===== config.mk =====
export PLATFORM = sky130hd
export DESIGN_NAME = div_operand_fifo
export DESIGN_NICKNAME = d
export VERILOG_FILES = /design/src/rtl/div_pkg.sv /design/src/rtl/div_operand_fifo.sv
export SDC_FILE = /design/constraint.sdc
export NUM_CORES = 1
export LEC_CHECK = 0
export CORE_UTILIZATION = 30
export DETAILED_ROUTE_END_ITERATION = 12
export PLACE_DENSITY_LB_ADDON = 0.1
export RECOVER_POWER = 100
export SLEW_MARGIN = 0
export SYNTH_ARGS = -nofsm -noshare
export SYNTH_HDL_FRONTEND = slang
export SYNTH_SLANG_ARGS = --single-unit

===== constraint.sdc =====
create_clock -name clk -period 5.3 [get_ports clk]
set_input_delay 1.59 -clock clk [delete_from_list [all_inputs] [get_ports clk]]
set_output_delay 1.59 -clock clk [all_outputs]
set_load 0.02 [all_outputs]

===== src/rtl/div_pkg.sv =====
`default_nettype none
// ============================================================================
//  Module      : div_pkg
//  Description : Shared types for the divider datapath: operand width and the
//                operand-pair request carried from the issue buffer into the
//                divider wrapper.
//  Revision    : 1.0 - initial release
// ============================================================================
package div_pkg;

    localparam int DIV_WIDTH = 32;

    // One operand pair plus its precomputed divide-by-zero marker
    typedef struct packed {
        logic [DIV_WIDTH-1:0] dividend;
        logic [DIV_WIDTH-1:0] divisor;
        logic                 div_zero;
    } div_req_t;

endpackage : div_pkg
`default_nettype wire


===== src/rtl/div_operand_fifo.sv =====
`default_nettype none
// ============================================================================
//  Module      : div_operand_fifo
//  Description : Operand issue buffer in front of the combinational divider.
//                Queues dividend/divisor pairs behind a valid/ready handshake
//                and presents the oldest pair, with a divide-by-zero flag
//                computed at enqueue, on a second valid/ready handshake.
//  Revision    : 1.0 - initial release
// ============================================================================
module div_operand_fifo
    import div_pkg::*;
#(
    parameter int WIDTH = DIV_WIDTH,
    parameter int DEPTH = 4,
    parameter int CW    = $clog2(DEPTH+1)
) (
    input  logic             clk,
    input  logic             rst_n,
    input  logic             flush,
    input  logic             in_valid,
    output logic             in_ready,
    input  logic [WIDTH-1:0] in_dividend,
    input  logic [WIDTH-1:0] in_divisor,
    output logic             out_valid,
    input  logic             out_ready,
    output logic [WIDTH-1:0] out_dividend,
    output logic [WIDTH-1:0] out_divisor,
    output logic             out_div_zero,
    output logic [CW-1:0]    count
);

    localparam int        PW         = $clog2(DEPTH);
    localparam logic [CW-1:0] c_FULL = CW'(DEPTH);

    // Storage is deliberately not reset; occupancy is tracked by r_count
    div_req_t        r_mem [DEPTH];
    logic [PW-1:0]   r_wr_ptr;
    logic [PW-1:0]   r_rd_ptr;
    logic [CW-1:0]   r_count;

    logic            w_in_ready;
    logic            w_out_valid;
    logic            w_push;
    logic            w_pop;
    div_req_t        w_head;
    div_req_t        w_new;

    // Ready depends on state only, so a pop while full never admits a push
    assign w_in_ready  = (r_count < c_FULL) && rst_n;
    assign w_out_valid = (r_count != '0);
    assign w_push      = in_valid && w_in_ready;
    assign w_pop       = w_out_valid && out_ready;

    assign w_new.dividend = in_dividend;
    assign w_new.divisor  = in_divisor;
    assign w_new.div_zero = (in_divisor == '0);

    assign w_head = r_mem[r_rd_ptr];

    assign in_ready     = w_in_ready;
    assign out_valid    = w_out_valid;
    assign out_dividend = w_out_valid ? w_head.dividend : '0;
    assign out_divisor  = w_out_valid ? w_head.divisor  : '0;
    assign out_div_zero = w_out_valid ? w_head.div_zero : 1'b0;
    assign count        = r_count;

    // Write accepted pairs into storage at the write pointer
    always_ff @(posedge clk) begin
        if (w_push) begin
            r_mem[r_wr_ptr] <= w_new;
        end
    end

    // Pointer and occupancy update; reset beats flush beats push/pop
    always_ff @(posedge clk) begin
        if (!rst_n) begin
            r_wr_ptr <= '0;
            r_rd_ptr <= '0;
            r_count  <= '0;
        end else if (flush) begin
            r_wr_ptr <= '0;
            r_rd_ptr <= '0;
            r_count  <= '0;
        end else begin
            if (w_push) begin
                r_wr_ptr <= r_wr_ptr + 1'b1;
            end
            if (w_pop) begin
                r_rd_ptr <= r_rd_ptr + 1'b1;
            end
            case ({w_push, w_pop})
                2'b10:   r_count <= r_count + 1'b1;
                2'b01:   r_count <= r_count - 1'b1;
                default: r_count <= r_count;
            endcase
        end
    end

endmodule : div_operand_fifo
`default_nettype wire


==> out/summary.txt, run 1 <==
Synth Area in Adders = 0.798%
Period utilization = 90.3%
Crit path DAT = 3.19 ns
Synth area leaders = edfxtp_1, mux4_2, and2_1, dfxtp_1, buf_6
DP Cell Count = 1,046
Worst Path Max Fanout = 44
Slew HR = -76.9%
CTS Hold Buffers Added = 0
GRT Util Overall = 12.7%
Drt pass-1 iters = 4
Syn Nets = 549
GP Congestion = 0.667
Routed WL per cell = 20.0 um
Maximum number of pins on one net before global-route repair = 45
Post-CTS resize count = 0
Final Max Tran Viols = 170
Initial Util = 30.7%
Max cap viols = 4
CTS tree = yes
GRT Residual Overflow = 0
Ports = 139
Setup Viol. Count Final = 0
Cell taking the most area after synthesis = edfxtp_1
CTS root buffer = clkbuf_16
Total Die Area = 35,200 um2
Maximum vdd drop = 0.222 mV
Crit end category = output pin
Post-synth top cells = edfxtp_1, and2_1, mux4_2
Post-synthesis sequential area ratio = 77.2%
Synthesized cell area = 10,300 um2
PortBufs = 138
Setup total negative slack = 0 ns
Ys async rst share = 0%
Failing checks = max-capacitance violations, max-slew violations
Core ar. = 33,700 um2
Setup CP Type = register to output pin
Die Ht = 188 um
Fin. Hold Viols = 0
Fillers = 3,100
Layout cells sized above 1 = 18.7%
Top_reg_cell synth = edfxtp_1
EDFF count, synth = 260
Final instance area = 13,300 um2
Clk pin slew, worst setup/hold paths = 0.06 ns
Worst slew pin tran = 2.65 ns
Vias in the first global route = 5,668
Synth top area share = 75.5%
Post-detailed-placement cell area = 12,300 um2
Multiplexer share of the synthesized area = 14.2%
CTS H-tree depth = 1
Compound-Gate Fraction of Synth Area = 0.302%
CTS buffer count = 30
Crit path time final = 4.78 ns
Most common cell in the netlist = edfxtp_1
Largest family of logic cells by synthesized area = multiplexers
Post-CTS setup buffers = 0
Cells after synthesis = 474
Row count = 67
Area growth, synth to finish = 28.5%
Syn. warnings = 0
Simple-gate area share of the yosys netlist = 5.43%
Fin Clk Skew = 0.00682 ns
Final antenna-violating net count = 0
Netlist cell types = 24
Final #Nets = 705
CTS max path bufs = 3
DP Wirelength = 12,400 um
P per Cell Area = 351 nW/um2
Worst EP required = 3.71 ns
Non-filler cells in the finished layout = 1,103
XOR/XNOR Fraction of Synth Area = 0.423%
Static leakage = 4.36 nW
Fmax = 0.209 GHz
Die width = 188 um
Crit start category = register
HP Class = register to register
Routed WL = 22,100 um
Initial antenna violation count = 4
CTS Sinks = 269
Area of the multi-input gates = 2190 um2
Mean Syn Cell Area = 21.8 um2
Clock Latency Late Sink = 0.54 ns
RSZ-0062 raised after global routing = false
Initial DRC Count = 193
Vias post-DR = 4,958
First-pass GRT wire length = 33,800 um
Sequential cell area = 8000 um2
DRC viols = 0
Status = complete, but fails checks
Vias/cell = 4.50
Yosys reg bits = 269
==> critical path, cell delays in order, from the launching register on <==
cell	delay (ns)
dfxtp_4	0.58
clkbuf_4	0.76
mux4_2	0.41
and2_1	0.19
dlygate4sd3_1	0.65
==> registers in the layout, summed over array words and instances (netlist names), named ones only <==
register,count
count,3
r_mem,260
r_wr_ptr,2
r_rd_ptr,2
==> stage by stage <==
stage / util [%] / hold WS (ns) / power, mW / setup slack, ns
after floorplan: - / 0.485 / 2.52 / 1.35
after global placement: 36.5 / 0.525 / 2.66 / 0.870
after detailed placement: 36.5 / 0.517 / 2.67 / 0.858
after CTS: 39.5 / 0.536 / 4.77 / 0.746
after global routing: 39.4 / 0.561 / 4.84 / 0.353
final: 39.5 / 0.532 / 4.67 / 0.515
==> kinds of logic (layout without fill, tap and decap cells) <==
| group | after synthesis | after routing |
|---|---|---|
| compound gates | 5 | 5 |
| xor+xnor | 5 | 5 |
| fa+ha+maj | 6 | 6 |
| buf+inv | 30 | 210 |
| flops | 269 | 269 |
| mux | 66 | 66 |
| other cells | 0 | 1 |
| simple gates | 93 | 93 |
==> metal layers <==
| metal | global-route usage [%] | wire length (um) | vias to the layer above |
|---|---|---|---|
| met5 | 0 | 18 | - |
| met4 | 3.25 | 429 | 4 |
| met3 | 2.90 | 1120 | 38 |
| met2 | 22.3 | 11200 | 115 |
| met1 | 15.9 | 9370 | 2562 |
| li1 | - | - | 2239 |
==> placed cells by master, fill, tap and decap left out, types with 2 or more instances in the layout <==
master             n
clkbuf_1           8
a21oi_1            2
inv_1              7
clkbuf_8           5
nor2_1             9
clkinv_2           5
dfxtp_4            2
nand4_1            2
buf_4              2
dfxtp_1            7
clkbuf_16         31
ha_1               5
xor2_1             4
clkinv_1           3
and2_1            69
buf_12             5
clkdlybuf4s50_1    7
bufinv_16          3
nor4_1             8
mux4_2            65
dlygate4sd3_1    131
edfxtp_1         260
==> path summary, 6_finish.rpt <==
| path | end | start | slack, ns | cells after the start |
|---|---|---|---|---|
| hold reg to reg | r_rd_ptr[1] | r_rd_ptr[1] | 0.53 | 2 |
| setup reg to reg | r_mem[2][23] | count[2] | 1.95 | 3 |
| setup / recovery | out_divisor[31] | register | 0.52 | 4 |
| hold / removal | r_rd_ptr[1] | r_rd_ptr[1] | 0.53 | 2 |
==> where the power goes <==
| part | switching, mW | internal, mW | leakage (nW) |
|---|---|---|---|
| clock | 0.794 | 1.28 | 0.494 |
| sequential | 0.00749 | 2.37 | 2.43 |
| combinational | 0.118 | 0.107 | 1.44 |
==> area by class of cell <==
class / instances / area share, %
Antenna cell: 1 / 0.0188
Clock buffer: 44 / 6.58
Clock inverter: 12 / 1.01
Inverter: 7 / 0.198
Multi-Input combinational cell: 175 / 16.5
Sequential cell: 269 / 60.1
Tap cell: 448 / 4.22
Timing Repair Buffer: 147 / 11.3
Note: power is estimated with default switching activity, not from simulation.
==> inputs of run 2 (changes only) <==
Settings changed: CTS_BUF_LIST set to sky130_fd_sc_hd__clkbuf_4 sky130_fd_sc_hd__clkbuf_8.
==> out/summary.txt, run 2 (synthesis gave the netlist of run 1 again) <==
Status = complete, but fails checks
Failing checks = max-capacitance violations, max-slew violations
Worst EP required = 3.71 ns
Crit path time final = 4.76 ns
CTS H-tree depth = 2
HP Class = register to register
Uppermost routed layer = met5
CTS root buffer = clkbuf_8
Fillers = 3,120
Fin. Hold Viols = 0
Static leakage = 4.30 nW
Seq pwr share = 55.4%
Combinational share of power = 5.3%
GRT Util Overall = 12.8%
Vias/cell = 4.50
Routed WL = 22,100 um
Vias in the first global route = 5,805
Final #Nets = 721
Crit end category = output pin
CTS buffer count = 46
Maximum number of pins on one net before global-route repair = 45
Proportion of power drawn by the clock network = 39.4%
Slew HR = -79.8%
Vias post-DR = 5,055
Post-detailed-placement cell area = 12,300 um2
Final antenna-violating net count = 0
Total Die Area = 35,200 um2
CTS tree = yes
Crit path DAT = 3.17 ns
Initial antenna violation count = 4
Max FFs per register = 260
CTS Sinks = 269
Die width = 188 um
Setup Viol. Count Final = 0
Max cap viols = 4
Crit start category = register
Period utilization = 89.8%
Most common cell after layout, fill and taps aside = edfxtp_1
RSZ-0062 raised after global routing = false
GRT Residual Overflow = 0
Maximum vdd drop = 0.114 mV
Worst slew pin tran = 2.70 ns
P per Cell Area = 327 nW/um2
Worst Path Max Fanout = 44
Die Ht = 188 um
Fin Clk Skew = 0.0158 ns
Post-CTS resize count = 0
Core ar. = 33,700 um2
Total chip power = 4.29 mW
Initial DRC Count = 182
Most frequent cells in the layout = edfxtp_1, dlygate4sd3_1, and2_1, mux4_2, clkbuf_8
Setup CP Type = register to output pin
Row count = 67
PortBufs = 138
Ports = 139
WL met1 = 9300 um
Post-CTS setup buffers = 0
Routed WL per cell = 19.6 um
Switch share = 20.9%
Biggest register = r_mem
Net Sw Power = 0.894 mW
GP Congestion = 0.667
Clock Latency Late Sink = 0.53 ns
Internal power = 3.39 mW
Clk pin slew, worst setup/hold paths = 0.05 ns
DP Wirelength = 12,400 um
CTS Hold Buffers Added = 0
Fmax = 0.210 GHz
DRC viols = 0
Layout cells sized above 1 = 21.2%
Drt pass-1 iters = 6
Final Max Tran Viols = 170
Wire length on met2 = 11,200 um
Setup total negative slack = 0 ns
First-pass GRT wire length = 33,900 um
Initial Util = 30.7%
Final instance area = 13,100 um2
Met3 WL = 1080 um
CTS max path bufs = 3
Area growth, synth to finish = 26.7%
-- run 2: cell types whose count changed in the layout (fill, tap and decap cells not counted) --
| cell | change |
|---|---|
| bufinv_16 | -3 |
| clkbuf_1 | -8 |
| clkbuf_16 | -31 |
| clkbuf_4 | +15 |
| clkbuf_8 | +42 |
| clkinv_1 | +8 |
| clkinv_2 | -3 |
| clkinvlp_4 | +1 |
-- run 2: worst paths after layout --
path / start / to / slack [ns] / cells after the start
min: r_rd_ptr[1] / register / 0.53 / 2
max reg2reg: count[2] / r_mem[2][12] / 1.92 / 3
min reg2reg: r_rd_ptr[1] / register / 0.53 / 2
max: register / out_divisor[28] / 0.54 / 4
-- run 2: metrics by stage --
stage / setup slack (ns) / instances / hold slack, ns / util [%]
finish: 0.541 / 1124 / 0.531 / 38.9
global route: 0.353 / 1123 / 0.561 / 38.9
CTS: 0.747 / 1123 / 0.535 / 39.0
detailed placement: 0.858 / 1046 / 0.517 / 36.5
global placement: 0.870 / 1046 / 0.525 / 36.5
floorplan: 1.35 / 474 / 0.485 / -
-- run 2: per-layer routing --
metal	GRT usage, %	vias up
met4	3.88	4
li1	-	2272
met2	22.4	133
met3	3.37	45
met1	15.4	2601
met5	0	-
-- run 2: final cells by class --
cell class,instances,area [um2],area share (%)
clock inverters,15,66.3,0.506
repair buffers,147,1510,11.5
clock buffers,62,759,5.79
inverters,7,26.3,0.200
diodes,1,2.50,0.0191
well taps,448,561,4.27
multi-input cells,175,2190,16.7
flip-flops and latches,269,8000,61.0
-- run 2: power groups by stage --
stage / Clock [mW] / Sequential (mW) / Combinational, mW
2_1_floorplan: 0 / 2.42 / 0.102
3_3_place_gp: 0 / 2.41 / 0.244
3_5_place_dp: 0 / 2.42 / 0.249
4_1_cts: 1.75 / 2.37 / 0.251
5_1_grt: 1.85 / 2.37 / 0.245
6_report: 1.69 / 2.37 / 0.225
-- run 2: worst max-delay path, cell delays in order, from the launching register on --
cell           delay, ns
dfxtp_4             0.58
clkbuf_4            0.77
mux4_2              0.42
and2_1              0.18
dlygate4sd3_1       0.65
==> inputs of run 3 (changes only) <==
Settings changed: CTS_BUF_LIST sky130_fd_sc_hd__clkbuf_4 sky130_fd_sc_hd__clkbuf_8 to not set.
Clock period 5.3 ns to 5.8 ns, I/O delays scaled along.
==> out/summary.txt, run 3 (synthesis gave the netlist of run 1 again) <==
Setup Viol. Count Final = 0
Max FFs per register = 260
Fin Clk Skew = 0.0130 ns
Most frequent cells in the layout = edfxtp_1, dlygate4sd3_1, mux4_2, and2_1, clkbuf_16
Fin util = 39.0%
Worst path bufs/invs = 2
Hold_ws = 0.527 ns
Setup total negative slack = 0 ns
Static leakage = 4.29 nW
Vias in the first global route = 5,640
Maximum number of pins on one net before global-route repair = 66
GRT Util Overall = 12.8%
CTS Sinks = 269
Status = complete, but fails checks
Worst Path Max Fanout = 21
CP cell instances = buf_4, mux4_2, and2_1, dlygate4sd3_1
Area of the multi-input gates = 2190 um2
GRT Residual Overflow = 0
Die width = 188 um
CTS root buffer = clkbuf_16
Row count = 67
CTS max path bufs = 3
DP Wirelength = 13,100 um
Setup CP Type = register to output pin
Min-Delay Path Depth = 2
Routed WL per cell = 20.2 um
Period utilization = 87.2%
Area growth, synth to finish = 26.9%
RSZ-0062 raised after global routing = false
Clk pin slew, worst setup/hold paths = 0.06 ns
Core ar. = 33,700 um2
Slowest Stage Delay on Critical Path = 0.91 ns
Total chip power = 4.10 mW
Cell depth of the worst setup path = 4
Final Max Tran Viols = 84
Crit end category = output pin
Fillers = 3,139
Drt pass-1 iters = 4
Max cap viols = 4
Worst EP required = 4.06 ns
Initial Util = 30.7%
Post-CTS resize count = 0
Biggest register = r_mem
Clock Latency Late Sink = 0.55 ns
Initial antenna violation count = 3
Initial DRC Count = 212
Crit path DAT = 3.32 ns
Critical-path top delay cell = dfxtp_2
Worst slew pin tran = 2.01 ns
Fmax = 0.198 GHz
RR Endpoint = r_mem[2][44]
Layout cells sized above 1 = 17.9%
Sequential cell area = 7990 um2
Vias/cell = 4.59
DRC viols = 0
CTS Hold Buffers Added = 0
CTS tree = yes
Maximum vdd drop = 0.209 mV
Reg2Reg Launch Point = count[2]
Critical Path Sink = out_dividend[18]
Slew HR = -33.8%
GP Congestion = 0.662
Failing checks = max-capacitance violations, max-slew violations
Most common cell after layout, fill and taps aside = edfxtp_1
HP Class = register to register
Crit path max-delay family = buffers and inverters
Crit path time final = 5.06 ns
Reg2Reg Depth = 3
Crit start category = register
Die Ht = 188 um
Routed WL = 22,300 um
PortBufs = 138
Vias post-DR = 5,055
Final #Nets = 708
Final antenna-violating net count = 0
Fin. Hold Viols = 0
P per Cell Area = 312 nW/um2
CTS buffer count = 30
Post-CTS setup buffers = 0
Total Die Area = 35,200 um2
First-pass GRT wire length = 33,900 um
Register-to-register setup slack = 2.19 ns
Ports = 139
CTS H-tree depth = 1
[run 3: cell count changes in the layout (fill, tap and decap cells not counted), sizes merged, moves of 2 or more]
cell	before	now
clkdlybuf4s50	7	9
clkbuf	64	44
buf	7	3
dlygate4sd3	131	129
[run 3: routing by layer]
layer	vias up	wire, um	GRT usage [%]	share of wire [%]
li1	2242	-	-	-
met1	2649	9840	16.6	44
met2	124	11000	21.7	49
met3	36	1020	2.68	4.6
met4	4	423	3.25	1.9
met5	-	27	0	0.12
[run 3: cell type report]
class / instances / share of cell area [%]
Antenna cell: 1 / 0.0191
Clock buffer: 35 / 6.02
Timing Repair Buffer: 150 / 11.1
Tap cell: 448 / 4.27
Multi-Input combinational cell: 175 / 16.7
Sequential cell: 269 / 60.9
Inverter: 7 / 0.200
Clock inverter: 17 / 0.819
[run 3: worst min path at each step]
stage                      from  slack, ns        to
floorplan           r_rd_ptr[1]       0.48  register
global placement    r_rd_ptr[1]       0.50  register
detailed placement  r_rd_ptr[1]       0.52  register
CTS                 r_rd_ptr[1]       0.53  register
global route        r_rd_ptr[1]       0.55  register
finish              r_rd_ptr[1]       0.53  register
[run 3: worst reg2reg max path, delay by kind of cell, from the launching register on]
| kind | cells | cell delay [ns] |
|---|---|---|
| buffers and inverters | 1 | 1.09 |
| DFF | 1 | 0.37 |
| and+or+nand+nor | 2 | 1.75 |
[run 3: through the flow]
stage,setup slack [ns],cells,instance area [um2]
global route,0.480,1101,13100
CTS,1.02,1101,13200
floorplan,1.70,474,10300
detailed placement,1.04,1049,12300
global placement,1.07,1049,12300
finish,0.742,1102,13100
[run 3: power by group]
group / internal, mW / switching [mW] / leakage, nW
Sequential: 2.16 / 0.00804 / 2.43
Clock: 1.01 / 0.720 / 0.444
Combinational: 0.0961 / 0.106 / 1.41
Total: 3.26 / 0.834 / 4.29
